--- src/rtl/branch_ctrl.sv ---
// Control-flow sequencer: decodes branch/halt words and drives the PC's control inputs.
// It also provides start/done run control, a cycle watchdog, a read_jump consistency check and a taken-branch counter.
module branch_ctrl #(
  parameter int unsigned MAX_CYCLES = 4096,
  parameter int unsigned CNT_W      = 16
) (
  input  logic             CLK,
  input  logic             init_n,
  input  logic             start,
  input  logic [8:0]       instr,
  input  logic [2:0]       flags_in,
  input  logic             flag_we,
  input  logic             read_jump,
  output logic             pc_init,
  output logic             jump_en,
  output logic [8:0]       jump_addr,
  output logic             branch_taken,
  output logic             branch_skip,
  output logic             halt,
  output logic             done,
  output logic             timeout,
  output logic             seq_err,
  output logic [CNT_W-1:0] br_count
);

  localparam int unsigned CYC_W = $clog2(MAX_CYCLES + 1);

  localparam logic [1:0] S_IDLE   = 2'd0;
  localparam logic [1:0] S_RUN    = 2'd1;
  localparam logic [1:0] S_TARGET = 2'd2;
  localparam logic [1:0] S_HALTED = 2'd3;

  logic [1:0]       state_q, state_d;
  logic [2:0]       flags_q;          // {C,N,Z}
  logic [CYC_W-1:0] cycle_cnt;
  logic             restart_q;        // one-cycle IDLE pass after a restart from HALTED

  logic is_br, is_hlt, cond_true, wd_hit;
  logic clr_run, clr_halt, inc_br, set_done, set_timeout, set_seq_err;

  assign is_br  = (instr[8:6] == 3'b110);
  assign is_hlt = (instr == 9'h1FF);
  assign wd_hit = (cycle_cnt == CYC_W'(MAX_CYCLES - 1));

  // Branch condition evaluated against the registered flags only
  always_comb begin
    cond_true = 1'b0;
    case (instr[5:3])
      3'b000:  cond_true = 1'b1;
      3'b001:  cond_true = flags_q[0];
      3'b010:  cond_true = !flags_q[0];
      3'b011:  cond_true = flags_q[1];
      3'b100:  cond_true = !flags_q[1];
      3'b101:  cond_true = flags_q[2];
      3'b110:  cond_true = !flags_q[2];
      default: cond_true = 1'b0;
    endcase
  end

  // Next state and Mealy PC controls; seq_err > watchdog > HLT > BR
  always_comb begin
    state_d      = state_q;
    pc_init      = 1'b0;
    jump_en      = 1'b0;
    jump_addr    = 9'd0;
    branch_taken = 1'b0;
    branch_skip  = 1'b0;
    halt         = 1'b0;
    clr_run      = 1'b0;
    clr_halt     = 1'b0;
    inc_br       = 1'b0;
    set_done     = 1'b0;
    set_timeout  = 1'b0;
    set_seq_err  = 1'b0;
    case (state_q)
      S_IDLE: begin
        pc_init = 1'b1;
        halt    = 1'b1;
        if (start || restart_q) begin
          state_d = S_RUN;
          clr_run = 1'b1;
        end
      end
      S_RUN, S_TARGET: begin
        if (read_jump != (state_q == S_TARGET)) begin
          halt        = 1'b1;
          set_seq_err = 1'b1;
          state_d     = S_HALTED;
        end else if (wd_hit) begin
          halt        = 1'b1;
          set_timeout = 1'b1;
          set_done    = 1'b1;
          state_d     = S_HALTED;
        end else if (state_q == S_TARGET) begin
          jump_en   = 1'b1;
          jump_addr = instr;
          state_d   = S_RUN;
        end else if (is_hlt) begin
          halt     = 1'b1;
          set_done = 1'b1;
          state_d  = S_HALTED;
        end else if (is_br) begin
          if (cond_true) begin
            branch_taken = 1'b1;
            inc_br       = 1'b1;
            state_d      = S_TARGET;
          end else begin
            branch_skip = 1'b1;
          end
        end
      end
      default: begin
        halt = 1'b1;
        if (start) begin
          clr_halt = 1'b1;
          state_d  = S_IDLE;
        end
      end
    endcase
  end

  always_ff @(posedge CLK or negedge init_n) begin
    if (!init_n) begin
      state_q   <= S_IDLE;
      flags_q   <= 3'd0;
      cycle_cnt <= '0;
      restart_q <= 1'b0;
      br_count  <= '0;
      done      <= 1'b0;
      timeout   <= 1'b0;
      seq_err   <= 1'b0;
    end else begin
      state_q   <= state_d;
      restart_q <= clr_halt;
      if (flag_we) flags_q <= flags_in;
      if (clr_run || clr_halt) begin
        cycle_cnt <= '0;
        br_count  <= '0;
        done      <= 1'b0;
        timeout   <= 1'b0;
        seq_err   <= 1'b0;
      end else begin
        if (state_q == S_RUN || state_q == S_TARGET) cycle_cnt <= cycle_cnt + CYC_W'(1);
        if (inc_br && (br_count != {CNT_W{1'b1}})) br_count <= br_count + CNT_W'(1);
        if (set_done)    done    <= 1'b1;
        if (set_timeout) timeout <= 1'b1;
        if (set_seq_err) seq_err <= 1'b1;
      end
    end
  end

endmodule

--- config.mk ---
export PLATFORM = sky130hd
export DESIGN_NAME = branch_ctrl
export DESIGN_NICKNAME = d
export VERILOG_FILES = /design/src/rtl/branch_ctrl.sv
export SDC_FILE = /design/constraint.sdc
export NUM_CORES = 1
export LEC_CHECK = 0
export CORE_UTILIZATION = 45
export DETAILED_ROUTE_END_ITERATION = 10
export PLACE_DENSITY = 0.81
export SYNTH_ARGS = -nofsm -noshare
export SYNTH_HDL_FRONTEND = slang
export SYNTH_SLANG_ARGS = --single-unit
--- constraint.sdc ---
create_clock -name CLK -period 2.2 [get_ports CLK]
set_input_delay 0.22 -clock CLK [delete_from_list [all_inputs] [get_ports CLK]]
set_output_delay 0.22 -clock CLK [all_outputs]
set_load 0.1 [all_outputs]
# Word level (Yosys, flattened, before mapping)
# Cells that the tools add are included.
# op_classes
eq_ne	16
addsub	2
n_mux	59
n_reduce_logical	18
# op_table
cell	count
$mux 1	41
$mux 9	4
$mux 16	2
$mux 13	2
$add 16x1->16 const B	1
$mux 2	8
$ne 16x16->1 const B	1
$add 13x1->13 const B	1
$eq 13x12->1 const B	1
$eq 3x3->1 const B	4
$ne 6x6->1 const B	2
$reduce_bool 2->1	5
$eq 9x9->1 const B	1
$pmux 1 s7	1
$eq 3x2->1 const B	2
$pmux 2 s2	1
$reduce_and 4->1	1
$eq 3x1->1 const B	1
$logic_not 1->1	3
$logic_not 3->1	1
$logic_or 1x1->1	3
$reduce_bool 3->1	1
$reduce_or 3->1	1
$eq 2x1->1 const B	1
other kinds (6)	6
# totals
elab_cells	103
out_inout_bits	33
register_bits	38
in_bits	17

# Logic depth before layout (Yosys ltp)
# Gate-level depths: netlist of run 1.
# logic_depth
ltp_word	12
mapped_depth	8
depth_no_buf	7

# Least setup slack after synthesis of run 1
# OpenSTA, ideal clock, no wires.
# synth_path
kind	reg-to-output
start	register state_q[0]
end	output branch_skip
n_path_buf	1
slack_ns	-2.494
path_stages_with_launch	8
required_ns	1.980
t_arrival_ns	4.474
path_cell_list	dfrtp_1 -> inv_1 -> ha_1 -> nor2_1 -> o41a_1 -> nand3_2 -> buf_4 -> nor4b_1
# synth_via
elab_chain_len	5
elab_cells_between_ends	8
classes_between	eq/ne: 3; mux: 4; reduce/logical: 1
# synth_rtl
item	line	text
start: declaration	33	logic [1:0] state_q, state_d;
start signal: assignment	133	state_q <= state_d;
$eq 2x2->1	75, 85, 94	
$mux 1	94	end else if (state_q == S_TARGET) begin
$mux 1	89	end else if (wd_hit) begin
$mux 1	85	if (read_jump != (state_q == S_TARGET)) begin
$mux 1 (*)	75	case (state_q)
end: declaration	18	output logic branch_skip,
# Every way passes the cells marked *; elsewhere a longest branch is shown, timed or not.

# Worst setup path after layout of run 1
# layout_path
start	input instr[5]
end	output branch_skip
# layout_via
elab_chain_len	9
elab_cells_between_ends	16
classes_between	eq/ne: 7; mux: 8; reduce/logical: 1
# layout_rtl
item	line	text
start: declaration	10	input logic [8:0] instr,
$eq 3x3->1 (tied with other cells)	48	case (instr[5:3])
$pmux 1 s7	48	
$mux 1	103	if (cond_true) begin
$mux 1	102	end else if (is_br) begin
$mux 1 (*)	98	end else if (is_hlt) begin
$mux 1 (*)	94	
$mux 1 (*)	89	
$mux 1 (*)	85	
$mux 1 (*)	75	
# Marked as above.

==> results of run 1 <==
cell usage in the layout, fill, tap and decap left out, types with 9 or more instances in the layout:
master / count
dfrtp_1: 28
nor2_1: 19
nand4_1: 12
dfrtp_2: 10
clkdlybuf4s50_1: 13
nand2_1: 28
nand3_1: 9
buf_4: 42
nand2b_1: 17
mux2i_1: 14
and2_4: 9
buf_12: 13
sequential cells by signal (all words and copies together), names as in the netlist:
signal and count:
flags_q 3, br_count 16, seq_err 1, timeout 1, cycle_cnt 13, restart_q 1
done 1, state_q 2
synth_stat cells, types with 3 or more instances:
library cell  number
nand3_1            9
nand4b_1           3
and2_1            11
nor2_1            21
nand2b_1          17
nor4_1             6
clkbuf_1           4
nand4_1           12
nor3_1             7
o31ai_1            3
ha_1               6
or4_1              3
mux2i_1           14
and3_1             4
mux2_2             4
buf_2              5
a21oi_1            6
xnor2_1            7
xor2_1             5
dfrtp_1           38
nand2_1           28
and4_1             7
routing by layer:
metal  vias up  track usage [%]
met1      1071             29.3
met5         -                0
li1       1067                -
met3         8             3.79
met4         0             8.39
met2        53             35.2
per-stage QoR:
stage	power (mW)	hold slack, ns
after global placement	2.48	0.371
after floorplan	2.04	-0.0756
after global routing	3.38	0.110
final	3.20	0.0437
after detailed placement	2.52	0.388
after CTS	3.16	0.0599
timing repair:
action / in CTS / in global routing
gates cloned: 0 / 1
buffers inserted: 6 / 2
hold endpoints to repair: 0 / 0
pin swaps: 5 / 3
gates resized for setup: 6 / 4
endpoints found under the setup margin: 12 / 11
power by group through the flow:
stage          combinational, mW  sequential (mW)  clock [mW]
6_report                    1.84            0.848       0.517
5_1_grt                     1.97            0.858       0.557
4_1_cts                     1.78            0.837       0.535
3_5_place_dp                1.65            0.862           0
3_3_place_gp                1.62            0.857           0
2_1_floorplan               1.10            0.943           0
cells by family (layout without fill, tap and decap cells):
logic type / Yosys count / after routing / share of synthesized area, %
buf+inv: 12 / 81 / 2.33
simple gates: 140 / 141 / 33.1
mux: 18 / 18 / 7.84
compound gates: 29 / 29 / 8.80
flops: 38 / 38 / 40.3
xor+xnor: 12 / 12 / 4.45
fa+ha+maj: 6 / 6 / 3.18
layout make-up:
class,instances,area [µm²],area share [%]
clock buffer,6,82.6,2.47
clock inverter,2,12.5,0.375
inverter,2,7.51,0.225
multi-input combinational,206,1460,43.6
sequential,38,963,28.9
tap,67,83.8,2.51
timing repair buffer,71,732,21.9
worst max path at each step:
stage	from	to	slack, ns	cells after the start
2_1_floorplan	state_q[0]	branch_skip	-0.25	7
3_3_place_gp	instr[3]	br_count[3]	0.04	7
3_5_place_dp	instr[3]	br_count[3]	0.0003	7
4_1_cts	cycle_cnt[0]	jump_addr[4]	0.01	6
5_1_grt	cycle_cnt[1]	br_count[8]	-0.004	9
6_report	instr[5]	branch_skip	0.06	7
critical path, cell delays in order:
cell and delay, ns:
clkdlybuf4s50_1 0.48, buf_4 0.17, nand4b_1 0.08, nand2_1 0.10
or2_2 0.33, nor4b_4 0.33, buf_12 0.21
==> key figures, run 1 <==
Setup path
  – R2R Path End: br_count[8]
  – Worst Setup Path Type: input port to primary output
  – CP arrival: 1.92 ns
  – CP startpoint kind: input port
  – Max FO, Critical Path: 6
  – Worst-case reg-to-reg path depth: 9
  – Crit end category: primary output
  – Required @ worst endpoint: 1.98 ns
  – R2R Setup Slk: 0.11 ns
  – Worst r2r src: cycle_cnt[1]

STA
  – Max frequency: approximately 470 MHz
  – Actual slew at the worst max-slew pin: 0.874 ns
  – Setup TNS Final: 0 ns
  – Final worst-path cycle share: 97.1%
  – Setup WS post-layout: 0.0636 ns
  – Max-slew violations: 0
  – Final setup viols: 0
  – Final hold vios: 0
  – Worst slew margin: between 40% and 50%
  – Final clock skew: approximately 0.0055 ns
  – Fin crit period: roughly 2.1 ns

Power
  – Switch share: between 40% and 50%
  – Pwr per Cell Area: 959 nW/µm²
  – Comb power frac: a little under three fifths
  – Reg power frac: 26.5%
  – P_leak: 1.50 nW
  – Clk network pwr share: 16.2%
  – Switching Power: 1.46 mW
  – Max VDD drop: slightly above 0.0009 V
  – Pint: 1.75 mW

Route
  – DR vias/cell: 5.61
  – Post-Route WL: between 5000 and 6000 µm
  – Detailed-router iteration count before antenna repair: 4
  – Met2 WL post-DR: 2770 µm
  – # DRC: 0
  – Post-route ant nets: 0
  – Initial DRC count: around 110
  – Met3 wire len: about 220 µm
  – Vias: 2,199
  – M1 WL: 2640 µm
  – Top sig layer: met4
  – Avg WL per Cell: 14.5 µm

Global routing
  – Vias in the first global route: 2,028
  – Initial antenna violation count: 0
  – Largest net degree at the start of global routing: 39
  – First-pass GRT wire length: 9290 µm
  – Total gr overflow: 0
  – GRT Overall Usage: a little over a fifth

Clock tree
  – H-tree Lvls: 2
  – CTS Root Cell: clkbuf_8
  – CTS Sinks: 38
  – Longest Clk Path Bufs: 2
  – CTS tree: built
  – Clock Latency Late Sink: 0.29 ns
  – CTS buffer count: 5
  – Hold-fix buffers, CTS: 0
  – Clock transition at the registers of the reported paths: ~0.08 ns

Final layout
  – Design area: 3340 µm²
  – Final std cells w/o fill: 392
  – Util after Layout: 68.4%
  – Proportion of layout cells with a drive suffix above 1: 31.4%
  – Antenna Diode Count: 0
  – Final net count: 347
  – Fillers: 379
  – Layout area overhead: 41.4%

Yosys
  – EDFF count, synth: 0
  – Synthesized area per cell: 9.26 µm²
  – Synth Flop Type: dfrtp_1
  – Mapped Cells: around 260
  – Syn Std Cell Area: about 2400 µm²
  – Async set-reset flop share out of synthesis: 100%
  – Register area share after synthesis: 40.3%
  – Syn nets: 278
  – YS warnings: 0
  – Synth area leader: dfrtp_1
  – Number of synthesized register bits: 38
  – Top cell type's share of synthesized area: 40.3%
  – Ranking of synthesized cells by area: dfrtp_1 40%, mux2i_1 5.9%, nand2b_1 4.5%, nand2_1 4.5%, nor2_1 3.3%
  – Unique cell type count in the Yosys netlist: 46

Placement
  – I/O Buffers: 49
  – Placement Setup Slack: approximately 0.00027 ns
  – Routability congestion estimate: approximately 0.83
  – Post-DP HPWL: 4020 µm
  – Dpl cells: 376
  – Placed Area: 3140 µm²

Floorplanning
  – Ports: 50
  – Die ar.: approximately 5500 µm²
  – Die height: about 74 µm
  – Core area: 4880 µm²
  – Initial Util: 48.4%
  – Die width: ~74 µm
  – Std cell rows: 25

Job
  – Max-cap viol count: 0

Worst hold path
  – Min-delay worst type: input port to asynchronous set/reset pin

Outcome
  – Status: finished clean
(Power assumes the default switching activity.)
==> inputs of run 2 (changes only) <==
--- a/config.mk
+++ b/config.mk
@@ -7,7 +7,9 @@
 export LEC_CHECK = 0
 export CORE_UTILIZATION = 45
 export DETAILED_ROUTE_END_ITERATION = 10
+export HOLD_SLACK_MARGIN = 0.05
 export PLACE_DENSITY = 0.81
+export SKIP_CTS_REPAIR_TIMING = 1
 export SYNTH_ARGS = -nofsm -noshare
 export SYNTH_HDL_FRONTEND = slang
 export SYNTH_SLANG_ARGS = --single-unit
==> key figures, run 2 (synthesized netlist as in run 1, its figures left out) <==
Outcome
  – Status: finished clean

Global routing
  – First-pass GRT wire length: about 9000 µm
  – GRT Overall Usage: about a fifth
  – Largest net degree at the start of global routing: 39
  – Initial antenna violation count: 0
  – Total gr overflow: 0
  – Vias in the first global route: 1,966

STA
  – Final clock skew: 0.00538 ns
  – Final worst-path cycle share: 98.8%
  – Max-slew violations: 0
  – Final hold slack: about 0.04 ns
  – Final setup viols: 0
  – Fin crit period: 2.17 ns
  – Worst slew margin: 41.7%
  – Final hold vios: 0
  – Setup WS post-layout: between 0.02 and 0.03 ns
  – Max frequency: about 460 MHz
  – Actual slew at the worst max-slew pin: 0.874 ns

Final layout
  – Layout area overhead: 42.8%
  – Fillers: 378
  – Proportion of layout cells with a drive suffix above 1: 32.3%
  – Most frequent cells in the layout: 45 x buf_4, 28 x nand2_1, 27 x dfrtp_1
  – Largest register by flop count: br_count
  – Final std cells w/o fill: roughly 400
  – Antenna Diode Count: 0
  – Largest regs: br_count (16), cycle_cnt (13), flags_q (3)
  – Multi-input logic area: 1460 µm²
  – Commonest non-fill, non-tap cell in the layout: buf_4
  – Final net count: 350
  – Sequential cell area: between 900 and 1000 µm²
  – Max reg flops: 16

Placement
  – Dpl cells: 376
  – Post-DP HPWL: 4020 µm
  – I/O Buffers: 49
  – Routability congestion estimate: 0.833
  – Placement Setup Slack: approximately 0.00027 ns

Route
  – Post-Route WL: 5800 µm
  – # DRC: 0
  – Post-route ant nets: 0
  – Vias: 2,210
  – Initial DRC count: 107
  – Avg WL per Cell: 14.7 µm
  – DR vias/cell: between 5 and 6
  – Detailed-router iteration count before antenna repair: 4

Clock tree
  – Clock transition at the registers of the reported paths: approximately 0.08 ns
  – CTS buffer count: 5
  – Longest Clk Path Bufs: 2
  – CTS Sinks: 38
  – Clock Latency Late Sink: 0.29 ns
  – CTS Root Cell: clkbuf_8
  – H-tree Lvls: 2
  – CTS tree: built

Setup path
  – R2R Setup Slk: 0.14 ns
  – Required @ worst endpoint: 1.98 ns
  – Worst-case reg-to-reg path depth: 7
  – Worst r2r src: state_q[1]
  – R2R Path End: br_count[6]
  – Crit end category: primary output
  – Max FO, Critical Path: 8
  – CP arrival: ~2.0 ns
  – CP startpoint kind: register
  – Worst Setup Path Type: register to primary output

Power
  – P_leak: 1.52 nW
  – Max VDD drop: ~0.00095 V
  – Pwr per Cell Area: 957 nW/µm²
  – Design Power: 3.22 mW

Floorplanning
  – Die height: 74.4 µm
  – Initial Util: 48.4%
  – Die width: between 70 and 80 µm
  – Die ar.: 5540 µm²
  – Std cell rows: 25
  – Ports: 50
  – Core area: 4880 µm²

Job
  – Max-cap viol count: 0

Worst hold path
  – Min-delay worst type: input port to asynchronous set/reset pin
run 2: changes by cell type in the layout (fill, tap and decap cells not counted), sizes merged:
cell,change
buf,+3
dlygate4sd2,-1
dlymetal6s2s,+1
run 2: per-layer routing:
layer | GRT usage (%) | part of all wire (%)
met1 | 27.9 | 46
met2 | 34.9 | 49
met3 | 3.79 | 3.3
met4 | 7.55 | 1.8
met5 | 0 | 0
run 2: per-stage QoR:
step,TNS (ns),utilization (%),cell area (µm²)
2_1_floorplan,-0.250,-,2440
3_3_place_gp,0,64.4,3140
3_5_place_dp,0,64.4,3140
4_1_cts,-2.69,66.4,3240
5_1_grt,-0.170,69.1,3370
6_report,0,69.1,3370
run 2: layout make-up:
| type | instances | share of cell area (%) |
|---|---|---|
| inverter | 2 | 0.223 |
| timing repair buffer | 74 | 22.5 |
| clock buffer | 6 | 2.45 |
| clock inverter | 2 | 0.371 |
| sequential | 38 | 28.6 |
| tap | 67 | 2.49 |
| multi-input combinational | 206 | 43.4 |
run 2: critical path, cell delays in order, from the launching register on:
cell and delay (ns):
dfrtp_2 0.44, ha_4 0.19, nor2_4 0.09, o41a_1 0.23, nand3_4 0.17, nor4b_4 0.33
buf_12 0.21
run 2: how the worst max path moves through the flow:
stage               cells after the start           end    startpoint
floorplan                               7   branch_skip    state_q[0]
global placement                        7   br_count[3]      instr[3]
detailed placement                      7   br_count[3]      instr[3]
CTS                                     6  jump_addr[4]  cycle_cnt[1]
global route                            7   branch_skip    state_q[0]
finish                                  6   branch_skip    state_q[1]
run 2: power by group:
part	switching, mW	leakage, nW	internal [mW]
Combinational	1.11	0.973	0.742
Sequential	0.0800	0.497	0.776
Clock	0.263	0.0472	0.252
==> inputs of run 3 (changes only) <==
--- a/config.mk
+++ b/config.mk
@@ -5,11 +5,14 @@
 export SDC_FILE = /design/constraint.sdc
 export NUM_CORES = 1
 export LEC_CHECK = 0
+export ABC_CLOCK_PERIOD_IN_PS = 2200
 export CORE_UTILIZATION = 45
 export DETAILED_ROUTE_END_ITERATION = 10
+export GPL_ROUTABILITY_DRIVEN = 0
 export HOLD_SLACK_MARGIN = 0.05
 export PLACE_DENSITY = 0.81
 export SKIP_CTS_REPAIR_TIMING = 1
+export SLEW_MARGIN = 20
 export SYNTH_ARGS = -nofsm -noshare
 export SYNTH_HDL_FRONTEND = slang
 export SYNTH_SLANG_ARGS = --single-unit
==> results of run 3 <==
Final layout, timing and power as in run 2 (identical DEF).
